<file path="src/rtl/intr_ctrl_pkg.sv">
// intr_ctrl_pkg: shared FSM state type and width helper for the interrupt controller
package intr_ctrl_pkg;
    typedef enum logic {IDLE, SERVICE} state_t;
    function automatic int safe_clog2(input int n);
        return (n <= 1) ? 1 : $clog2(n);
    endfunction
endpackage

</file>
<file path="src/rtl/intr_arbiter.sv">
// intr_arbiter: combinational fixed-priority (highest index) or round-robin pick
module intr_arbiter #(
    parameter int N   = 8,
    parameter int IDW = $clog2(N)
) (
    input  logic [N-1:0]   eligible,
    input  logic [IDW-1:0] rr_ptr,
    input  logic           mode,
    output logic [IDW-1:0] winner,
    output logic           valid
);
    logic [IDW-1:0] fix_w;
    logic [IDW-1:0] rr_w;
    // Later assignments win: ascending scan keeps the highest index, descending
    // offset scan keeps the first hit at or above rr_ptr.
    always_comb begin
        fix_w = '0;
        rr_w  = '0;
        for (int i = 0; i < N; i++)
            if (eligible[i]) fix_w = IDW'(i);
        for (int k = N - 1; k >= 0; k--)
            if (eligible[IDW'((int'(rr_ptr) + k) % N)]) rr_w = IDW'((int'(rr_ptr) + k) % N);
    end
    assign winner = mode ? rr_w : fix_w;
    assign valid  = |eligible;
endmodule

</file>
<file path="src/rtl/intr_controller_arb.sv">
// intr_controller_arb: level/edge interrupt collector with one-at-a-time grant,
// done handshake and optional service timeout
module intr_controller_arb
    import intr_ctrl_pkg::*;
#(
    parameter int               NINTR     = 8,
    parameter logic [NINTR-1:0] EDGE_MASK = '0,
    parameter int               RR_MODE   = 0,
    parameter int               TIMEOUT   = 0,
    parameter int               IDW       = $clog2(NINTR)
) (
    input  logic             clk,
    input  logic             reset,
    input  logic [NINTR-1:0] req,
    input  logic [NINTR-1:0] mask,
    input  logic             done,
    output logic             irq,
    output logic [NINTR-1:0] ack,
    output logic [IDW-1:0]   id,
    output logic             err,
    output logic [NINTR-1:0] pending
);
    localparam int TW = safe_clog2(TIMEOUT + 1);
    state_t           state;
    logic [NINTR-1:0] req_q;
    logic [NINTR-1:0] edge_pend;
    logic [NINTR-1:0] rise;
    logic [NINTR-1:0] eligible;
    logic [NINTR-1:0] clr;
    logic [IDW-1:0]   rr_ptr;
    logic [IDW-1:0]   winner;
    logic             valid;
    logic [TW-1:0]    tmo_cnt;
    logic             tmo_hit;
    logic             leave;
    assign rise     = req & ~req_q & EDGE_MASK;
    assign eligible = mask & (((edge_pend | rise) & EDGE_MASK) | (req & ~EDGE_MASK));
    assign pending  = edge_pend | (req & ~EDGE_MASK);
    assign tmo_hit  = (TIMEOUT > 0) && (tmo_cnt == TW'(TIMEOUT - 1));
    assign leave    = (state == SERVICE) && (done || tmo_hit);
    // The granted channel's latch clears on exit; a same-cycle rise re-sets it.
    assign clr      = leave ? ack : '0;
    intr_arbiter #(.N(NINTR), .IDW(IDW)) u_arb (
        .eligible(eligible),
        .rr_ptr  (rr_ptr),
        .mode    (RR_MODE != 0),
        .winner  (winner),
        .valid   (valid)
    );
    always_ff @(posedge clk) begin
        if (reset) begin
            state     <= IDLE;
            irq       <= 1'b0;
            ack       <= '0;
            id        <= '0;
            err       <= 1'b0;
            edge_pend <= '0;
            req_q     <= '1;
            rr_ptr    <= '0;
            tmo_cnt   <= '0;
        end else begin
            req_q     <= req;
            edge_pend <= (edge_pend & ~clr) | rise;
            err       <= leave && !done;
            if (state == IDLE && valid) begin
                state   <= SERVICE;
                irq     <= 1'b1;
                ack     <= NINTR'(1) << winner;
                id      <= winner;
                tmo_cnt <= '0;
                if (RR_MODE != 0)
                    rr_ptr <= (winner == IDW'(NINTR - 1)) ? '0 : winner + 1'b1;
            end else if (state == SERVICE) begin
                tmo_cnt <= tmo_cnt + 1'b1;
                if (leave) begin
                    state <= IDLE;
                    irq   <= 1'b0;
                    ack   <= '0;
                    id    <= '0;
                end
            end
        end
    end
endmodule
</file>
<file path="config.mk">
export PLATFORM = sky130hd
export DESIGN_NAME = intr_controller_arb
export DESIGN_NICKNAME = d
export VERILOG_FILES = /design/src/rtl/intr_ctrl_pkg.sv /design/src/rtl/intr_arbiter.sv /design/src/rtl/intr_controller_arb.sv
export SDC_FILE = /design/constraint.sdc
export NUM_CORES = 1
export LEC_CHECK = 0
export ABC_AREA = 1
export CORE_ASPECT_RATIO = 2
export CORE_MARGIN = 1
export CORE_UTILIZATION = 30
export DETAILED_ROUTE_END_ITERATION = 7
export GPL_TIMING_DRIVEN = 1
export MAX_ROUTING_LAYER = met4
export PLACE_DENSITY_LB_ADDON = 0.12
export RECOVER_POWER = 50
export SYNTH_ARGS = -nofsm -noshare
export SYNTH_HDL_FRONTEND = slang
export SYNTH_SLANG_ARGS = --single-unit
</file>
<file path="constraint.sdc">
create_clock -name clk -period 1.1 [get_ports clk]
set_clock_uncertainty 0.05 [all_clocks]
set_input_delay 0.22 -clock clk [delete_from_list [all_inputs] [get_ports clk]]
set_output_delay 0.22 -clock clk [all_outputs]
set_load 0.05 [all_outputs]
</file>
==> results.md <==
- Startpoint types: flop
- Syn avg cell area: 7.36 um^2
- P_leak: 0.925 nW
- Fin area: 1940 um^2
- Top cells by area, synth: dfxtp_1 45%, nand2_1 15%, nand3_1 6.7%
- Longest Clk Path Bufs: 2
- Die area: 3480 um^2
- Die width: 42.2 um
- Total power: roughly 2.4 mW
- Failing checks: negative setup slack
- Number of setup violations in the final report: 20
- CTS tree: built
- First-pass GRT wire length: slightly below 5000 um
- Initial antenna violation count: 0
- Clock-pin slew on the worst setup and hold paths: 0.08 ns
- Total wire length: 3200 um
- Top-area cell type share of the netlist area: 0.454
- Hold path startpoint: mask[7]
- Reg2reg path depth: 6
- DRC viols: 0
- Net Count, Synth: 151
- Simple-gate share of the synthesized area: 0.365
- R2r endpoint: id[1]$_SDFFE_PP0P_
- Post-synth EDFFs: 0
- Crit path to: pending[7]
- Most frequent cell after synthesis: nand2_1
- # nets final: 215
- Die Ht: 82.5 um
- Power per cell area: 1240 nW/um^2
- R2R Setup Slk: -0.06 ns
- GP Congestion: 0.865
- Clock tree sinks: 22
- Minimum clock period: 1.25 ns
- Critical path startpoint: edge_pend[7]$_SDFF_PP0_
- Ratio of cells with drive above 1 in the final layout: 0.713
- Via density: 4.96
- WP data required: 0.83 ns
- Placement row count: 28
- Area growth, synth to finish: 99.5%
- DR pass1 iterations: 4
- Synthesized-area fraction occupied by adder cells: 0
- Fin crit share: 1.14
- Max cap viols: 0
- Synth Warn #: 0
- Clock root buffer: clkbuf_8
- Worst Hold Class: in -> reg
- # hold bufs at CTS: 0
- Largest net degree at the start of global routing: 14
- Main combinational cell family by area after synthesis: simple AND/OR/NAND/NOR gates
- CP Class: reg -> out
- FMAX: roughly 800 MHz
- Diode count: 0
- Vias: 1,116
- Compound-Gate Fraction of Synth Area: 0.0889
- Worst EP arrival: 0.98 ns
- Status: complete, but fails checks
- Port Buffers: 39
- Overall Global Routing Usage: 0.190
- CP endpoint kind: output port
- Starting density of the core: 0.322
- RSZ-0062 raised after global routing: yes
- H-tree levels: 1
- Wire per inst: 14.2 um
- CTS Buf Count: 3
- Max VDD drop: approximately 990 uV
- IO Pins: 40
- Final Hold Fails: 0
- Worst-Skew Late Latency: 0.27 ns
- Final TNS setup: -1.67 ns
- Min setup slack post-route: -0.152 ns
- Crit Path Max Fanout: 2
- Vias in the first global route: 1,138
- Fraction of registers with async set/reset: 0
- Mux share of post-synthesis cell area: 0
- Largest area contributor in the netlist: dfxtp_1
- Library cells used by synthesis: 18
- Synth Cell Area: 971 um^2
- Drt initial violations: 22
- Post-placement cell area: 1620 um^2
- Sequential area share after synthesis: 0.454
- Gate Count Post-Synth: ~130
- Antenna viol nets, final: 0
- FF-to-FF Start: state$_SDFF_PP0_
- Slew Limit Fails: 0
- GR Overflow Total: 0
- Commonest cells post-synth: 38 x nand2_1, 22 x dfxtp_1, 16 x inv_1, 13 x nand3_1, 9 x a21oi_1
- Core footprint: between 3000 and 4000 um^2
- Yosys reg bits: 22
- XOR/XNOR share of the synthesized area: 0
- Hpwl dp: 1970 um
- Ys flop type: dfxtp_1
## per-layer routing
| metal | vias up | share of wire | track usage | wire length [um] |
|---|---|---|---|---|
| li1 | 531 | - | - | - |
| met1 | 539 | 0.34 | 0.169 | 1100 |
| met2 | 34 | 0.58 | 0.358 | 1850 |
| met3 | 12 | 0.040 | 0.0261 | 129 |
| met4 | 0 | 0.039 | 0.134 | 125 |
| met5 | - | 0 | - | 0 |
## logic make-up (layout without fill, tap and decap cells)
logic type	count (synthesis)	count (layout)
simple gates	74	74
compound gates	14	14
flops	22	22
other cells	1	1
buf+inv	21	84
## what timing repair did
item,in CTS,in global routing
buffers inserted,10,2
gates cloned,0,0
pin swaps,19,14
resized for setup,118,33
endpoints found under the setup margin,30,28
## sequential cells by signal (all words and copies together) (netlist names)
name / flops
ack: 8
irq: 1
err: 1
state: 1
id: 3
edge_pend: 8
## stage by stage
step	std cells	setup WS (ns)	hold WS, ns	utilization
floorplan	132	-0.0127	0.232	-
global placement	209	-0.662	0.385	0.537
detailed placement	209	-0.748	0.389	0.537
CTS	223	-0.145	0.214	0.608
global route	225	-0.168	0.231	0.643
finish	225	-0.152	0.219	0.643
## report_power, final
part / switching, mW / total [mW] / internal [mW]
Combinational: 0.405 / 0.751 / 0.346
Sequential: 0.0410 / 0.870 / 0.829
Clock: 0.290 / 0.778 / 0.488
## worst min path at each step
| stage | end | slack [ns] | cells after the start |
|---|---|---|---|
| 2_1_floorplan | id[2]$_SDFFE_PP0P_ | 0.23 | 1 |
| 3_3_place_gp | edge_pend[2]$_SDFF_PP0_ | 0.39 | 2 |
| 3_5_place_dp | edge_pend[6]$_SDFF_PP0_ | 0.39 | 2 |
| 4_1_cts | ack[7]$_SDFFE_PP0P_ | 0.21 | 3 |
| 5_1_grt | ack[7]$_SDFFE_PP0P_ | 0.23 | 3 |
| 6_report | ack[7]$_SDFFE_PP0P_ | 0.22 | 3 |
## layout make-up
cell class | count | area [um^2]
Clock inverter | 1 | 30.0
Sequential cell | 22 | 470
Inverter | 19 | 78.8
Multi-Input combinational cell | 89 | 626
Clock buffer | 3 | 41.3
Fill cell | 240 | 1080
Tap cell | 30 | 37.5
Timing Repair Buffer | 61 | 653
## critical path, stage by stage, from the launching register on
cell,delay (ns)
dfxtp_2,0.33
or2_4,0.23
buf_8,0.15
## cells in the final DEF, fill, tap and decap left out
cell,n
buf_4,19
nand2_2,18
nand2_1,18
dfxtp_2,18
buf_2,16
inv_1,14
nand3_1,12
buf_12,12
a21oi_2,10
nand2_4,9
or2_4,8
buf_8,8
clkbuf_8,4
nor2_4,3
inv_4,3
buf_6,3
nand4_1,2
a21oi_1,2
dfxtp_4,2
dfxtp_1,2
nand2_8,1
inv_2,1
o21bai_4,1
nor2_1,1
clkinv_1,1
nor2_2,1
o211ai_1,1
nand3_2,1
bufinv_16,1
conb_1,1
clkdlybuf4s50_1,1
dlymetal6s2s_1,1
(Power assumes the default switching activity.)
